`config.mk`:
```
export PLATFORM = sky130hd
export DESIGN_NAME = mac_window_array
export DESIGN_NICKNAME = d
export VERILOG_FILES = /design/src/rtl/mac_window_array.sv
export SDC_FILE = /design/constraint.sdc
export NUM_CORES = 1
export LEC_CHECK = 0
export CAP_MARGIN = 20
export CELL_PAD_IN_SITES_DETAIL_PLACEMENT = 0
export CELL_PAD_IN_SITES_GLOBAL_PLACEMENT = 1
export CORE_MARGIN = 2
export CORE_UTILIZATION = 33
export DETAILED_ROUTE_END_ITERATION = 7
export PLACE_DENSITY_LB_ADDON = 0.15
export SLEW_MARGIN = 20
export SYNTH_ARGS = -nofsm -noshare
export SYNTH_HDL_FRONTEND = slang
export SYNTH_SLANG_ARGS = --single-unit
```
`constraint.sdc`:
```
create_clock -name clk -period 2.8 [get_ports clk]
set_input_delay 0.56 -clock clk [delete_from_list [all_inputs] [get_ports clk]]
set_output_delay 0.56 -clock clk [all_outputs]
set_load 0.1 [all_outputs]
```
`src/rtl/mac_window_array.sv`:
```
// Multi-lane windowed multiply-accumulate engine: per-lane (a*b)>>PROD_SHIFT products
// are summed over a programmable number of beats and emitted on a valid/ready stream.
module mac_window_array #(
  parameter int LANES      = 4,
  parameter int DATA_W     = 8,
  parameter int PROD_SHIFT = 8,
  parameter int ACC_W      = 12,
  parameter int OUT_W      = 8,
  parameter int LEN_W      = 8
) (
  input  logic                   clk,
  input  logic                   rst,
  input  logic                   clear,
  input  logic                   sat_en,
  input  logic [LEN_W-1:0]       len,
  input  logic                   in_valid,
  output logic                   in_ready,
  input  logic [LANES*DATA_W-1:0] a_in,
  input  logic [LANES*DATA_W-1:0] b_in,
  output logic                   out_valid,
  input  logic                   out_ready,
  output logic [LANES*OUT_W-1:0] out_data,
  output logic                   busy
);

  localparam int PROD_W = 2*DATA_W - PROD_SHIFT;

  typedef enum logic [1:0] {IDLE, ACC, DRAIN, OUT} state_t;

  state_t           state_q, state_d;
  logic [LEN_W-1:0] len_q, len_d;
  logic [LEN_W-1:0] count_q, count_d;
  logic             s1_valid_q, s1_valid_d;
  logic             out_valid_q, out_valid_d;
  logic             flush;
  logic             load_out;
  logic [LEN_W-1:0] len_eff;

  assign len_eff = (len == '0) ? LEN_W'(1) : len;

  always_comb begin
    state_d     = state_q;
    len_d       = len_q;
    count_d     = count_q;
    s1_valid_d  = 1'b0;
    out_valid_d = out_valid_q;
    in_ready    = 1'b0;
    flush       = 1'b0;
    load_out    = 1'b0;
    if (clear) begin
      state_d     = IDLE;
      count_d     = '0;
      out_valid_d = 1'b0;
      flush       = 1'b1;
    end else begin
      case (state_q)
        IDLE: begin
          in_ready = 1'b1;
          if (in_valid) begin
            len_d      = len_eff;
            count_d    = LEN_W'(1);
            s1_valid_d = 1'b1;
            state_d    = (len_eff == LEN_W'(1)) ? DRAIN : ACC;
          end
        end
        ACC: begin
          in_ready = 1'b1;
          if (in_valid) begin
            count_d    = count_q + LEN_W'(1);
            s1_valid_d = 1'b1;
            if (count_d == len_q) state_d = DRAIN;
          end
        end
        // The final product is being added this cycle; capture the result alongside it.
        DRAIN: begin
          load_out    = 1'b1;
          out_valid_d = 1'b1;
          state_d     = OUT;
        end
        OUT: begin
          if (out_ready) begin
            out_valid_d = 1'b0;
            count_d     = '0;
            flush       = 1'b1;
            state_d     = IDLE;
          end
        end
        default: state_d = IDLE;
      endcase
    end
  end

  always_ff @(posedge clk or negedge rst) begin
    if (!rst) begin
      state_q     <= IDLE;
      len_q       <= '0;
      count_q     <= '0;
      s1_valid_q  <= 1'b0;
      out_valid_q <= 1'b0;
    end else begin
      state_q     <= state_d;
      len_q       <= len_d;
      count_q     <= count_d;
      s1_valid_q  <= s1_valid_d;
      out_valid_q <= out_valid_d;
    end
  end

  assign out_valid = out_valid_q;
  assign busy      = (state_q != IDLE);

  genvar gi;
  generate
    for (gi = 0; gi < LANES; gi++) begin : g_lane
      logic [DATA_W-1:0]   a_l, b_l;
      logic [2*DATA_W-1:0] full_prod;
      logic [PROD_W-1:0]   prod_shifted;
      logic [PROD_W-1:0]   prod_q, prod_d;
      logic [ACC_W-1:0]    acc_q, acc_d, acc_upd;
      logic [ACC_W:0]      sum;
      logic [OUT_W-1:0]    res_q, res_d;

      assign a_l          = a_in[gi*DATA_W +: DATA_W];
      assign b_l          = b_in[gi*DATA_W +: DATA_W];
      assign full_prod    = {{DATA_W{1'b0}}, a_l} * {{DATA_W{1'b0}}, b_l};
      assign prod_shifted = PROD_W'(full_prod >> PROD_SHIFT);
      // One extra carry bit tells saturation apart from wrap.
      assign sum          = {1'b0, acc_q} + (ACC_W+1)'(prod_q);
      assign acc_upd      = (sat_en && sum[ACC_W]) ? {ACC_W{1'b1}} : sum[ACC_W-1:0];

      always_comb begin
        prod_d = s1_valid_d ? prod_shifted : prod_q;
        acc_d  = acc_q;
        if (flush)           acc_d = '0;
        else if (s1_valid_q) acc_d = acc_upd;
        res_d  = load_out ? acc_upd[ACC_W-1 -: OUT_W] : res_q;
      end

      always_ff @(posedge clk or negedge rst) begin
        if (!rst) begin
          prod_q <= '0;
          acc_q  <= '0;
          res_q  <= '0;
        end else begin
          prod_q <= prod_d;
          acc_q  <= acc_d;
          res_q  <= res_d;
        end
      end

      assign out_data[gi*OUT_W +: OUT_W] = res_q;
    end
  endgenerate

endmodule

```
Word-level counts from Yosys, hierarchy flattened
Index checks and enable logic that the tools add are counted.
{ "classes": {"addsub": 5, "mul": 4, "div_mod_pow": 0, "n_lt_le_gt_ge": 0, "n_eq_ne": 9, "shifts": 0, "muxes": 38, "bitwise": 1, "reduce_logical": 15} }
{ "op_table": {"columns": ["op", "count"], "rows": [
  ["$mux 12", 12],
  ["$mul 8x8->16", 4],
  ["$add 12x8->13", 4],
  ["$mux 8", 5],
  ["$pmux 8 s3", 1],
  ["$mux 1", 12],
  ["$mux 2", 6],
  ["$ne 3x3->1 const B", 4],
  ["$add 8x1->8 const B", 1],
  ["$eq 8x1->1 const B", 1],
  ["$eq 8x8->1", 1],
  ["$logic_not 8->1", 1],
  ["$pmux 2 s4", 1],
  ["$reduce_and 4->1", 2],
  ["$eq 2x2->1 const B", 2],
  ["$logic_and 1x1->1", 4],
  ["$reduce_bool 2->1", 2],
  ["$reduce_bool 4->1", 1],
  ["$reduce_and 3->1", 1],
  ["$reduce_bool 3->1", 1],
  ["$eq 2x1->1 const B", 1],
  ["$logic_not 2->1", 1],
  ["$pmux 1 s2", 1],
  ["$reduce_and 2->1", 1],
  ["2 further kinds", 2]
]} }
{ "word_totals": {"reg_bits": 132, "latchBits": 0, "mem_bits_rw": 0, "mem_bits_ro": 0, "inputBits": 78, "out_inout_bits": 35, "wordCells": 89, "memories": 0} }

Depth between registers and ports, before layout
{ "depth": {"depth_word": 7, "ltp_mapped": 18, "ltp_nobuf": 18} }

Least setup slack after synthesis
OpenSTA, ideal clock, no wires.
{ "synth_timing": {"path_type": "input to register", "from": "in b_in[18]", "to": "reg g_lane[2].prod_q[7]", "setup_time_ns": 0.071, "arrival_ns": 4.708, "t_required_ns": 2.729, "setup_slack_ns": -1.979, "stages": 17, "path_buffers": 0, "path_cell_list": "nand2_1 fa_1 fa_1 inv_1 fa_1 inv_1 fa_1 inv_1 ha_1 a21o_1 a21o_1 a41o_1 and2_4 a311oi_4 a21oi_2 or4_1 nand4_1"} }
{ "synth_between": {"elab_chain_cells": 1} }
{ "synth_lines": {"columns": ["element", "line_no", "rtl"], "rows": [
  ["start: declaration", "19", "input logic [LANES*DATA_W-1:0] b_in,"],
  ["$mul 8x8->16", "125", "assign full_prod = {{DATA_W{1'b0}}, a_l} * {{DATA_W{1'b0}}, b_l};"],
  ["end signal: assignment", "145", "prod_q <= prod_d;"],
  ["end: declaration", "118", "logic [PROD_W-1:0] prod_q, prod_d;"]
]} }
Every way passes these cells.
A chain may end at the register's enable or synchronous reset.

Final worst setup path
{ "layout_timing": {"from": "in a_in[20]", "to": "reg g_lane[2].prod_q[7]"} }
{ "layout_between": {"elab_chain_cells": 1} }
{ "layout_lines": {"columns": ["element", "line_no", "rtl"], "rows": [
  ["start: declaration", "18", "input logic [LANES*DATA_W-1:0] a_in,"],
  ["$mul 8x8->16", "125", null]
]} }
Every way passes these cells.

==> impl_metrics.sql <==
INSERT INTO impl_metrics (metric_group, metric, value, unit) VALUES
('status', 'outcome', 'finished, violations left', ''),
('status', 'violations_in_the_final_reports', 'negative setup slack', ''),
('run', 'max_cap_viol_count', '0', ''),
('critical_path', 'crit_arrival', '4.60', 'ns'),
('global_routing', 'grt_overflow', '0', ''),
('yosys', 'synth_enable_flop_cells', '0', ''),
('die', 'initial_core_util', '0.334', ''),
('timing', 'final.setup_skew', '0.00812', 'ns'),
('yosys', 'yosys.cell_types.count', '59', ''),
('clock_network', 'cts_buffers', '17', ''),
('timing', 'fin_hold_ws', '0.0674', 'ns'),
('place', 'detailed_place_hpwl', '27200', 'um'),
('detailed_routing', 'vias', '11400', ''),
('detailed_routing', 'drc', '0', ''),
('clock_network', 'cts_sinks', '132', ''),
('critical_path', 'worstPathRequired', '3.15', 'ns'),
('final_layout', 'fin_nets', '2244', ''),
('yosys', 'syn_nets', '1957', ''),
('critical_path', 'worstSetupStartpointType', 'primary input', ''),
('place', 'placed_cell_area', '0.0176', 'mm2'),
('yosys', 'synth-main-ff-cell', 'sky130_fd_sc_hd__dfrtp_1', ''),
('hold_path', 'holdCritPathClass', 'in -> async', ''),
('final_layout', 'multi_input_gate_area', '0.0111', 'mm2'),
('power_and_ir_drop', 'vdd_drop_max', '365', 'uV'),
('clock_network', 'ctsRootBufferMaster', 'sky130_fd_sc_hd__clkbuf_16', ''),
('timing', 'rsz0062_at_grt', 'true', ''),
('global_routing', 'antenna_violations_before_repair', '0', ''),
('power_and_ir_drop', 'p_per_area', '745', 'mW/mm2'),
('die', 'floorplan_core_area', '0.0431', 'mm2'),
('timing', 'setup_slack', '-1.45', 'ns'),
('final_layout', 'seq_area', '0.00330', 'mm2'),
('timing', 'final-hold-violation-count', '0', ''),
('yosys', 'syn_inst', '1566', ''),
('die', 'ioPinCount', '113', ''),
('yosys', 'synthTopCellsByArea', 'sky130_fd_sc_hd__dfrtp_1, sky130_fd_sc_hd__fa_1, sky130_fd_sc_hd__ha_1', ''),
('timing', 'min_period_over_period', '1.52', ''),
('final_layout', 'synthToLayoutAreaGrowth', '32.6', '%'),
('global_routing', 'use_met3', '0.0197', ''),
('global_routing', 'via_count_of_the_first_global_routing_pass', '12000', ''),
('detailed_routing', 'detail_route.first_pass.iterations', '5', ''),
('die', 'width_of_the_die', '213', 'um'),
('yosys', 'ys_seq_area_frac', '0.230', ''),
('yosys', 'synth_area_leader_cell', 'sky130_fd_sc_hd__dfrtp_1', ''),
('critical_path', 'critPathSlowestCell', 'sky130_fd_sc_hd__fa_1', ''),
('final_layout', 'stdcell_area', '0.0191', 'mm2'),
('detailed_routing', 'detail_route.vias_per_cell', '4.66', ''),
('global_routing', 'busiest_layer', 'met2', ''),
('yosys', 'ys.warnings.count', '0', ''),
('timing', 'max-slew-margin-rel', '0.515', ''),
('critical_path', 'timing.critical_path.cells', 'buf_6 -> nand2_4 -> fa_1 -> fa_1 -> inv_2 -> fa_1 -> inv_1 -> fa_1 -> inv_2 -> ha_4 -> a21o_1 -> a21o_1 -> a41o_1 -> and2_4 -> a311oi_4 -> a21oi_2 -> or4_1 -> nand4_1', ''),
('global_routing', 'grt.met2_usage', '0.257', ''),
('critical_path', 'critical_path.startpoint', 'a_in[20]', ''),
('yosys', 'synth_register_bits', '132', ''),
('final_layout', 'post_route_cells_drive_above_1_share', '0.266', ''),
('timing', 'maxClockFrequency', '235', 'MHz'),
('detailed_routing', 'final_antenna_net_count', '0', ''),
('yosys', 'post_synth.cell_area_avg', '9.19', 'um2'),
('final_layout', 'nFillCells', '4251', ''),
('timing', 'final_max_slew_viol_count', '0', ''),
('critical_path', 'cp_slowest_stage_delay', '0.53', 'ns'),
('place', 'gpl_congestion', '0.815', ''),
('timing', 'setup-tns-final', '-36.45', 'ns'),
('timing', 'setup_viol', '32', ''),
('global_routing', 'gr-usage-met1', '0.223', ''),
('critical_path', 'criticalPathCategory', 'in -> reg', ''),
('critical_path', 'reg2reg_from', 'g_lane[2].prod_q[1]', ''),
('critical_path', 'crit_path_frequent_cell', 'sky130_fd_sc_hd__fa_1', ''),
('power_and_ir_drop', 'static_leakage', '9.33', 'nW'),
('detailed_routing', 'detailed_router_s_first_iteration_violation_count', '394', ''),
('clock_network', 'clock_latency', '0.42', 'ns'),
('critical_path', 'timing.critical_path.to_type', 'flop', '');
==> cell usage in the layout, fill, tap and decap left out, drive strengths merged, types with 5 or more instances in the layout <==
cell           count
nor3              21
and2             206
o31ai             17
dfrtp            132
inv              188
clkdlybuf4s50     12
nand3             12
nor2              70
nand4             12
a21oi             64
a21boi             5
o21ai            129
xor2              25
nand2            141
dlygate4sd2       12
nand2b            14
o21a              15
a31oi             16
clkbuf            20
clkinv             7
xnor2             36
mux2              10
fa               144
ha               169
and4               5
nor2b             16
buf              279
and3              10
a21o              15
a211oi             6
==> layer usage <==
layer,wire [um],vias to the layer above
li1,-,5767
met4,160,0
met3,821,12
met1,17400,5550
met5,0,-
met2,15700,87
==> final cells by class <==
cell class | count | share of cell area
Tap cell | 585 | 0.0383
Inverter | 187 | 0.0368
Clock buffer | 18 | 0.0230
Multi-Input combinational cell | 1208 | 0.580
Sequential cell | 132 | 0.173
Timing Repair Buffer | 307 | 0.142
Clock inverter | 12 | 0.00701
==> registers in the layout, indices dropped and copies added, names as in the netlist <==
register and count:
count_q 8, g_lane.acc_q 48, g_lane.prod_q 32, g_lane.res_q 32
len_q 8, out_valid 1, s1_valid_q 1, state_q 2
==> power by group <==
| group | leakage [nW] | total, W | switching, W | internal, W |
|---|---|---|---|---|
| combinational | 7.31 | 0.00920 | 0.00502 | 0.00417 |
| sequential | 1.74 | 0.00285 | 0.000400 | 0.00245 |
| clock | 0.278 | 0.00219 | 0.000862 | 0.00133 |
| total | 9.33 | 0.0142 | 0.00629 | 0.00794 |
==> synth_stat cells (4+ instances only) <==
cell and n:
sky130_fd_sc_hd__and2_1 205, sky130_fd_sc_hd__inv_1 187, sky130_fd_sc_hd__ha_1 169, sky130_fd_sc_hd__fa_1 144
sky130_fd_sc_hd__nand2_1 141, sky130_fd_sc_hd__dfrtp_1 132, sky130_fd_sc_hd__o21ai_0 124, sky130_fd_sc_hd__nor2_1 70
sky130_fd_sc_hd__a21oi_1 62, sky130_fd_sc_hd__clkbuf_1 36, sky130_fd_sc_hd__xnor2_1 36, sky130_fd_sc_hd__xor2_1 25
sky130_fd_sc_hd__nor3_1 21, sky130_fd_sc_hd__a31oi_1 16, sky130_fd_sc_hd__nor2b_1 16, sky130_fd_sc_hd__o31ai_1 16
sky130_fd_sc_hd__a21o_1 15, sky130_fd_sc_hd__o21a_1 15, sky130_fd_sc_hd__nand2b_1 14, sky130_fd_sc_hd__nand3_1 12
sky130_fd_sc_hd__nand4_1 12, sky130_fd_sc_hd__and3_1 10, sky130_fd_sc_hd__mux2_2 10, sky130_fd_sc_hd__a211oi_1 6
sky130_fd_sc_hd__a21boi_0 5, sky130_fd_sc_hd__and4_1 5, sky130_fd_sc_hd__mux2i_1 4, sky130_fd_sc_hd__nor4_1 4
sky130_fd_sc_hd__o21ai_1 4, sky130_fd_sc_hd__or2_2 4
==> final timing paths <==
| kind | cells after the start | end | slack (ns) |
|---|---|---|---|
| max in group asynchronous | 2 | g_lane[3].prod_q[6] | 2.03 |
| min in group clk | 2 | g_lane[0].res_q[6] | 0.48 |
| worst min register to register | 2 | g_lane[0].res_q[6] | 0.48 |
| worst min-delay path | 1 | len_q[3] | 0.07 |
| worst max register to register | 9 | g_lane[2].res_q[7] | 0.24 |
| worst max-delay path | 18 | g_lane[2].prod_q[7] | -1.45 |
==> logic make-up (layout without fill, tap and decap cells) <==
logic type	count (synthesis)	after routing	share of synthesized area
compound gates	296	296	0.126
flops	132	132	0.230
buf+inv	226	524	0.0591
simple gates	524	524	0.191
xor+xnor	61	61	0.0371
fa+ha+maj	313	313	0.347
mux	14	14	0.0106
==> worst max-delay path, delay by kind of cell <==
kind | cells | cell delay, ns
simple gates | 4 | 0.74
fa+ha+maj | 5 | 2.24
buf+inv | 4 | 0.23
compound gates | 5 | 0.83
==> repair_timing <==
item / in CTS / in global routing
setup endpoints to repair: 32 / 94
cloned: 0 / 0
gates resized for setup: 352 / 165
pin swaps: 123 / 105
hold buffers: 0 / 0
buffers inserted: 15 / 10
==> through the flow <==
stage                     worst slack [ns]  total power [W]   util  std cells
after detailed placement             -2.46           0.0111  0.408       2403
after global routing                 -1.58           0.0156  0.443       2449
after CTS                            -1.61           0.0138  0.430       2444
after global placement               -2.45           0.0110  0.408       2403
after floorplan                      -1.73          0.00843      -       1566
final                                -1.45           0.0142  0.443       2449
(Power assumes the default switching activity.)
